--- config.mk ---
export PLATFORM = sky130hd
export DESIGN_NAME = uart_rx_os
export DESIGN_NICKNAME = d
export VERILOG_FILES = /design/src/rtl/uart_rx_os.sv
export SDC_FILE = /design/constraint.sdc
export NUM_CORES = 1
export LEC_CHECK = 0
export ABC_AREA = 1
export CORE_ASPECT_RATIO = 1.2
export CORE_UTILIZATION = 30
export DETAILED_ROUTE_END_ITERATION = 7
export PLACE_DENSITY = 0.45
export SYNTH_ARGS = -nofsm -noshare
export SYNTH_HDL_FRONTEND = slang
export SYNTH_SLANG_ARGS = --single-unit
--- constraint.sdc ---
create_clock -name i_clk -period 1.8 [get_ports i_clk]
set_clock_uncertainty 0.05 [all_clocks]
set_input_delay 0.36 -clock i_clk [delete_from_list [all_inputs] [get_ports i_clk]]
set_output_delay 0.36 -clock i_clk [all_outputs]
set_load 0.01 [all_outputs]
--- src/rtl/uart_rx_os.sv ---
// -----------------------------------------------------------------------------
// uart_rx_os -- oversampling UART receiver with majority-vote bit recovery.
//
// Receives 8N1 frames (or 8E1/8O1 when PARITY_EN=1) on an asynchronous serial
// line. The line is brought into the clock domain by a 2-flop synchronizer and
// every bit is recovered as the majority of three samples taken around the
// bit centre (M-D, M, M+D clocks into the bit, M = CLKS_PER_BIT/2,
// D = CLKS_PER_BIT/8).
//
// Parameters
//   CLKS_PER_BIT : clocks per bit period (16 or more)
//   PARITY_EN    : 1 = one parity bit follows the data bits
//   PARITY_ODD   : 1 = odd parity, 0 = even (ignored when PARITY_EN=0)
//
// Ports
//   i_clk        : single clock
//   i_rst        : synchronous, active-high reset
//   i_rx_serial  : asynchronous serial input, idle high
//   o_rx_dv      : one-cycle pulse, good frame received, o_rx_byte valid
//   o_rx_byte    : last received data byte (LSB first on the line)
//   o_parity_err : one-cycle pulse, parity mismatch (stop bit was good)
//   o_frame_err  : one-cycle pulse, stop bit sampled low
//   o_break      : one-cycle pulse with o_frame_err when the whole frame was 0
//   o_rx_active  : high whenever the receiver FSM is not in IDLE
//
// Output timing: the stop bit is judged M+D clocks into the stop bit; all
// result pulses and the o_rx_byte update are registered and appear on the
// following cycle. The receiver is back in IDLE before the stop bit ends, so
// a start bit that immediately follows the stop bit is not missed.
// -----------------------------------------------------------------------------
module uart_rx_os #(
  parameter int CLKS_PER_BIT = 1042,
  parameter int PARITY_EN    = 0,
  parameter int PARITY_ODD   = 0
) (
  input  logic       i_clk,
  input  logic       i_rst,
  input  logic       i_rx_serial,
  output logic       o_rx_dv,
  output logic [7:0] o_rx_byte,
  output logic       o_parity_err,
  output logic       o_frame_err,
  output logic       o_break,
  output logic       o_rx_active
);

  localparam int CNT_W = $clog2(CLKS_PER_BIT);
  localparam int M     = CLKS_PER_BIT / 2;
  localparam int D     = CLKS_PER_BIT / 8;

  // Sample points within a bit and the last count of a bit period.
  localparam logic [CNT_W-1:0] SMP_EARLY = CNT_W'(M - D);
  localparam logic [CNT_W-1:0] SMP_MID   = CNT_W'(M);
  localparam logic [CNT_W-1:0] SMP_LATE  = CNT_W'(M + D);
  localparam logic [CNT_W-1:0] CNT_LAST  = CNT_W'(CLKS_PER_BIT - 1);

  typedef enum logic [2:0] {
    IDLE      = 3'd0,
    START     = 3'd1,
    DATA      = 3'd2,
    PARITY    = 3'd3,
    STOP      = 3'd4,
    WAIT_IDLE = 3'd5
  } state_e;

  // ---------------------------------------------------------------------------
  // State
  // ---------------------------------------------------------------------------
  logic             rx_meta_q, rx_meta_d;   // synchronizer stage 1
  logic             rx_s_q,    rx_s_d;      // synchronizer stage 2 (rx_s)
  logic [1:0]       sync_vld_q, sync_vld_d; // rx_s carries a real line sample
  logic             rx_prev_q, rx_prev_d;   // rx_s one cycle ago (edge detect)
  state_e           state_q,   state_d;
  logic [CNT_W-1:0] cnt_q,     cnt_d;
  logic [1:0]       smp_q,     smp_d;       // early and mid samples of a bit
  logic [2:0]       idx_q,     idx_d;       // data bit index
  logic [7:0]       shift_q,   shift_d;
  logic             par_q,     par_d;       // received parity bit
  logic [7:0]       byte_q,    byte_d;
  logic             dv_q,      dv_d;
  logic             perr_q,    perr_d;
  logic             ferr_q,    ferr_d;
  logic             brk_q,     brk_d;

  // ---------------------------------------------------------------------------
  // Combinational helpers
  // ---------------------------------------------------------------------------
  logic vote;       // majority of early, mid and the current (late) sample
  logic fall;       // falling edge of rx_s
  logic par_bad;    // received parity does not match the configured sense
  logic all_zero;   // data and parity bits were all 0

  always_comb begin
    vote     = (smp_q[0] & smp_q[1]) | (smp_q[0] & rx_s_q) | (smp_q[1] & rx_s_q);
    fall     = rx_prev_q & ~rx_s_q;
    par_bad  = (PARITY_EN != 0) && ((^{shift_q, par_q}) != (PARITY_ODD != 0));
    all_zero = (shift_q == 8'h00) && ((PARITY_EN == 0) || !par_q);
  end

  // ---------------------------------------------------------------------------
  // Next-state logic
  // ---------------------------------------------------------------------------
  always_comb begin
    rx_meta_d  = i_rx_serial;
    rx_s_d     = rx_meta_q;
    // The synchronizer is preset to 1 by reset; those forced ones must not be
    // mistaken for an idle line, otherwise a line already low when reset
    // releases (frame in progress) would look like a fresh falling edge.
    // The edge detector is therefore only fed once both stages hold real
    // line samples.
    sync_vld_d = {sync_vld_q[0], 1'b1};
    rx_prev_d  = sync_vld_q[1] & rx_s_q;

    state_d = state_q;
    cnt_d   = cnt_q;
    smp_d   = smp_q;
    idx_d   = idx_q;
    shift_d = shift_q;
    par_d   = par_q;
    byte_d  = byte_q;
    dv_d    = 1'b0;
    perr_d  = 1'b0;
    ferr_d  = 1'b0;
    brk_d   = 1'b0;

    // Bit timing runs in every state that is inside a frame.
    if ((state_q == START) || (state_q == DATA) ||
        (state_q == PARITY) || (state_q == STOP)) begin
      cnt_d = cnt_q + 1'b1;
      if (cnt_q == SMP_EARLY) smp_d[0] = rx_s_q;
      if (cnt_q == SMP_MID)   smp_d[1] = rx_s_q;
    end

    case (state_q)
      IDLE: begin
        if (fall) begin
          state_d = START;
          cnt_d   = '0;
          idx_d   = 3'd0;
        end
      end

      START: begin
        if ((cnt_q == SMP_LATE) && vote) begin
          // Start bit did not hold low: treat as noise, no outputs.
          state_d = IDLE;
        end else if (cnt_q == CNT_LAST) begin
          state_d = DATA;
          cnt_d   = '0;
        end
      end

      DATA: begin
        if (cnt_q == SMP_LATE) shift_d = {vote, shift_q[7:1]};
        if (cnt_q == CNT_LAST) begin
          cnt_d = '0;
          idx_d = idx_q + 3'd1;
          if (idx_q == 3'd7) state_d = (PARITY_EN != 0) ? PARITY : STOP;
        end
      end

      PARITY: begin
        if (cnt_q == SMP_LATE) par_d = vote;
        if (cnt_q == CNT_LAST) begin
          cnt_d   = '0;
          state_d = STOP;
        end
      end

      STOP: begin
        // Judged mid-stop-bit so the receiver is idle again before the next
        // start bit can begin.
        if (cnt_q == SMP_LATE) begin
          byte_d = shift_q;
          if (vote) begin
            if (par_bad) perr_d = 1'b1;
            else         dv_d   = 1'b1;
            state_d = IDLE;
          end else begin
            ferr_d  = 1'b1;
            brk_d   = all_zero;
            state_d = WAIT_IDLE;
          end
        end
      end

      WAIT_IDLE: begin
        // Only a high line releases the receiver; low levels and edges here
        // belong to the broken frame or the break.
        if (rx_s_q) state_d = IDLE;
      end

      default: state_d = IDLE;
    endcase
  end

  // ---------------------------------------------------------------------------
  // Registers
  // ---------------------------------------------------------------------------
  always_ff @(posedge i_clk) begin
    if (i_rst) begin
      rx_meta_q  <= 1'b1;
      rx_s_q     <= 1'b1;
      sync_vld_q <= 2'b00;
      rx_prev_q  <= 1'b0;
      state_q    <= IDLE;
      cnt_q      <= '0;
      smp_q      <= 2'b00;
      idx_q      <= 3'd0;
      shift_q    <= 8'h00;
      par_q      <= 1'b0;
      byte_q     <= 8'h00;
      dv_q       <= 1'b0;
      perr_q     <= 1'b0;
      ferr_q     <= 1'b0;
      brk_q      <= 1'b0;
    end else begin
      rx_meta_q  <= rx_meta_d;
      rx_s_q     <= rx_s_d;
      sync_vld_q <= sync_vld_d;
      rx_prev_q  <= rx_prev_d;
      state_q    <= state_d;
      cnt_q      <= cnt_d;
      smp_q      <= smp_d;
      idx_q      <= idx_d;
      shift_q    <= shift_d;
      par_q      <= par_d;
      byte_q     <= byte_d;
      dv_q       <= dv_d;
      perr_q     <= perr_d;
      ferr_q     <= ferr_d;
      brk_q      <= brk_d;
    end
  end

  assign o_rx_dv      = dv_q;
  assign o_rx_byte    = byte_q;
  assign o_parity_err = perr_q;
  assign o_frame_err  = ferr_q;
  assign o_break      = brk_q;
  assign o_rx_active  = (state_q != IDLE);

endmodule

### Yosys cells after proc, flatten, opt, wreduce, memory -nomap -nowiden

Cells that the tools add are included.

* add/subtract/negate cells: 2
* multiply operators: 0
* divide/modulo/power cells: 0
* order comparisons: 0
* equal/unequal tests: 17
* shift operators: 0
* muxes and demuxes: 21
* bitwise operators: 10
* reductions and logical operators: 17

Operators with widths (count)
* $mux 11: 4
* $mux 3: 11
* $pmux 11 s3: 1
* $eq 11x10->1 const B: 2
* $pmux 3 s6: 1
* $add 11x1->11 const B: 1
* $eq 11x11->1 const B: 1
* $eq 11x9->1 const B: 1
* $eq 3x3->1 const B: 3
* $logic_not 8->1: 1
* $ne 2x1->1 const B: 4
* $reduce_and 2->1: 4
* $reduce_and 7->1: 1
* $eq 3x2->1 const B: 2
* $pmux 3 s2: 1
* $and 1x1->1: 5
* $ne 2x2->1 const B: 2
* $reduce_or 4->1: 1
* $add 3x1->3 const B: 1
* $eq 3x1->1 const B: 1
* $logic_not 3->1: 1
* $logic_or 1x1->1: 3
* $mux 1: 3
* $ne 3x1->1 const B: 1
* other kinds (8): 11

* register bits: 43
* bits in latches: 0
* bits in writable memories: 0
* ROM bits: 0
* output and inout bits: 13
* logic and storage cells: 82
* memories kept: 0

### Depth between registers and ports, before layout

* depth in word-level cells: 8
* mapped depth: 12
* gate-level depth less buffers: 12

### Worst setup path before layout

No wires, ideal clock.

* kind: register to register
* start: register cnt_q[0]
* end: register shift_q[5]
* library setup time: 119 ps
* arrival time: 1391 ps
* slack: 240 ps
* cell stages (with the launch flop): 10
* path buffers: 1
* clock period less this slack: 1560 ps
* cells stage by stage: dfxtp_1 ha_1 inv_1 nor2_1 nand2_2 nor2_2 nand2_2 buf_4 o21ai_0 a21oi_1

* cells in the longest elaborated chain, start to end: 2

RTL lines
* start, declared: line 74 `logic [CNT_W-1:0] cnt_q, cnt_d;`
* start signal, assigned: line 223 `cnt_q <= cnt_d;`
* $eq 11x10->1: line 154 `if (cnt_q == SMP_LATE) shift_d = {vote, shift_q[7:1]};`
* $reduce_and 2->1 (no source line)
* end signal, assigned: line 226 `shift_q <= shift_d;`
* end, declared: line 77 `logic [7:0] shift_q, shift_d;`

Every way passes these cells.
A chain may end at the register's enable or synchronous reset.

### Worst setup path after layout

* start: register state_q[1]
* end: output port o_rx_active

* cells in the longest elaborated chain, start to end: 1

RTL lines
* start, declared: line 73 `state_e state_q, state_d;`
* start signal, assigned: line 222 `state_q <= state_d;`
* $reduce_bool 3->1: line 241 `assign o_rx_active = (state_q != IDLE);`
* end, declared: line 44 `output logic o_rx_active`

Every way passes these cells.

==> results_dict.tcl <==
set metrics [dict create \
    slowest_delay_ns 0.36 \
    synthCells 262 \
    place_ws_ns 0.147 \
    drive_gt1_frac 0.149 \
    cp_top_family "flip-flops" \
    required_ns 1.39 \
    fin_tns_setup_ns 0 \
    critPathBufInv 1 \
    status "finished clean" \
    cp.arrival_ns 1.25 \
    synthTopCellsByArea "dfxtp_1 44%, nand2_1 7.7%, nor2_1 7.7%" \
    clock_path_buffers 2 \
    grt_pass1_wl_um 7250 \
    start_kind "flop" \
    synth_cell_types 28 \
    start_util 0.317 \
    synth-xor-area-share 0.0315 \
    ys_seq_area_frac 0.442 \
    path_max_fanout 4 \
    avgViaCountPerCell 4.51 \
    setup_ws_ns 0.140 \
    post_synth_and_or_nand_nor_area_fraction 0.293 \
    critical_path_class "reg -> out" \
    avgSynthCellArea_um2 7.43 \
    cap_violations 0 \
    routabilityCongestion 0.768 \
    cts_htree_levels 2 \
    min_path_type "reg -> reg" \
    rsz0062_at_grt "no" \
    power_density_nw_per_um2 1130 \
    leakagePower_nw 0.918 \
    insertion_delay_ns 0.29 \
    final-setup-viol-count 0 \
    remaining_drc_errors 0 \
    nets 288 \
    post_cts_buffers 0 \
    die_height_um 90.2 \
    core_area_um2 6130 \
    synth_compound_area_frac 0.120 \
    synth_seq_cells 43 \
    vias 1642 \
    ant_nets 0 \
    max-vdd-ir-drop_mv 0.449 \
    die-area_um2 6810 \
    drtIter0Drc 71 \
    syn_area_um2 1950 \
    drt_first_pass_iters 4 \
    antenna_cells 0 \
    path_cells "nor2_4 > nand2_1 > dlygate4sd2_1" \
    grt_use_total 0.138 \
    clkTransAtPathRegs_ns 0.09 \
    yosysWarningCount 0 \
    clock_sinks 43 \
    boundaryPins 16 \
    synth_top_cell_area_share 0.442 \
    syn_nets 269 \
    yosys.area.top_type "dfxtp_1" \
    wirelength_um 4150 \
    rows 31 \
    die_w_um 75.5 \
    antenna_found_initial 0 \
    synth_mux_area_frac 0 \
    cts_tree "yes" \
    root_buffer "clkbuf_8" \
    grt_max_degree 17 \
    synthAdderAreaFrac 0.0257 \
    cts_hold_buf 0 \
    syn_to_final_growth_pct 17.6 \
    dpl.hpwl_um 3090 \
    grt_pass1_vias 1592 \
    cpMaxStageDelayCell "dfxtp_1" \
    max_freq_mhz 602 \
    grt_overflow_total 0 \
    wl_per_cell_um 11.4 \
    synth_top_family_by_area "simple AND/OR/NAND/NOR gates" \
    finalCritPeriodShare 0.922 \
    report.final.slew_viol_count 0 \
    cts_buffers 5 \
    end_kind "output pin" \
    portBuffers 14 \
    hold_viol_final 0 \
    fin_crit_ns 1.66 \
]
Yosys cell counts:
library cell	number
buf_2	1
inv_2	5
nor3_1	3
nor3_2	1
nor4_2	1
nor2_1	40
buf_6	1
nand3_1	12
conb_1	1
or2_2	2
clkbuf_1	3
nand2_2	6
nand3_2	1
o21ai_0	20
nor3_4	1
nand4_1	8
a21oi_1	22
inv_1	26
ha_1	4
xnor2_1	1
nor2_2	6
nor3b_1	1
nand2_1	40
buf_4	3
o21ai_2	1
o21ai_1	3
dfxtp_1	43
xor2_1	6
logic make-up after synthesis:
kind of cell / after synthesis
AO/OA/AOI/OAI: 46
XOR/XNOR: 7
adder cells (fa/ha/maj): 4
buffers and inverters: 39
flip-flops: 43
other: 1
AND/OR/NAND/NOR: 122
path summary, 6_finish.rpt:
| check | startpoint | end | slack, ns | cells after the start |
|---|---|---|---|---|
| min reg2reg | sync_vld_q[0] | sync_vld_q[1] | 0.36 | 2 |
| min | sync_vld_q[0] | sync_vld_q[1] | 0.36 | 2 |
| max reg2reg | cnt_q[1] | shift_q[5] | 0.16 | 8 |
| max | state_q[1] | o_rx_active | 0.14 | 3 |
worst register-to-register path: cells and delay by family, from the launching register on:
family	cells	cell delay, ns
AOI/OAI and AO/OA	2	0.30
adders and majority gates	1	0.18
buffers and inverters	1	0.05
DFF	1	0.39
and+or+nand+nor	4	0.57
repair_timing:
action                     in CTS  in global routing
hold endpoints to repair        0                  0
setup endpoints to repair       1                  7
cloned                          0                  0
gates resized for setup         3                  3
metal layers:
| metal | wire [µm] | global-route usage | vias up |
|---|---|---|---|
| li1 | - | - | 878 |
| met1 | 2020 | 0.176 | 743 |
| met2 | 1980 | 0.225 | 19 |
| met3 | 125 | 0.0348 | 2 |
| met4 | 29 | 0.0370 | 0 |
| met5 | 0 | 0 | - |
through the flow:
step,util,power (mW),cell area [µm²],instances,hold WS [ns]
floorplan,-,1.75,1950,262,0.338
global placement,0.356,1.99,2180,356,0.345
detailed placement,0.356,1.98,2180,356,0.347
CTS,0.372,2.62,2280,364,0.364
global route,0.373,2.78,2290,364,0.373
finish,0.373,2.58,2290,364,0.358
report_power, final:
group,switching (mW),internal (mW)
sequential,0.0692,1.02
combinational,0.579,0.297
clock,0.352,0.271
total,1.00,1.58
registers in the layout, summed over array words and instances (netlist names), 2 cells and up:
name,cells
smp_q,2
idx_q,3
cnt_q,11
state_q,3
sync_vld_q,2
shift_q,8
o_rx_byte,8
placed cells by master (no fill, tap or decap), types with 8 or more instances in the layout:
master,instances
dfxtp_1,41
nand2_1,40
nor2_1,40
inv_1,26
a21oi_1,22
o21ai_0,20
clkdlybuf4s50_1,13
nand3_1,11
nand4_1,8
cell type report:
class | count | area, µm²
repair buffers | 20 | 184
flip-flops and latches | 43 | 863
clock buffers | 5 | 68.8
well taps | 82 | 103
inverters | 31 | 116
fillers | 690 | 3840
multi-input cells | 180 | 932
clock inverters | 3 | 20.0
Power figures use the tool's default switching activity.
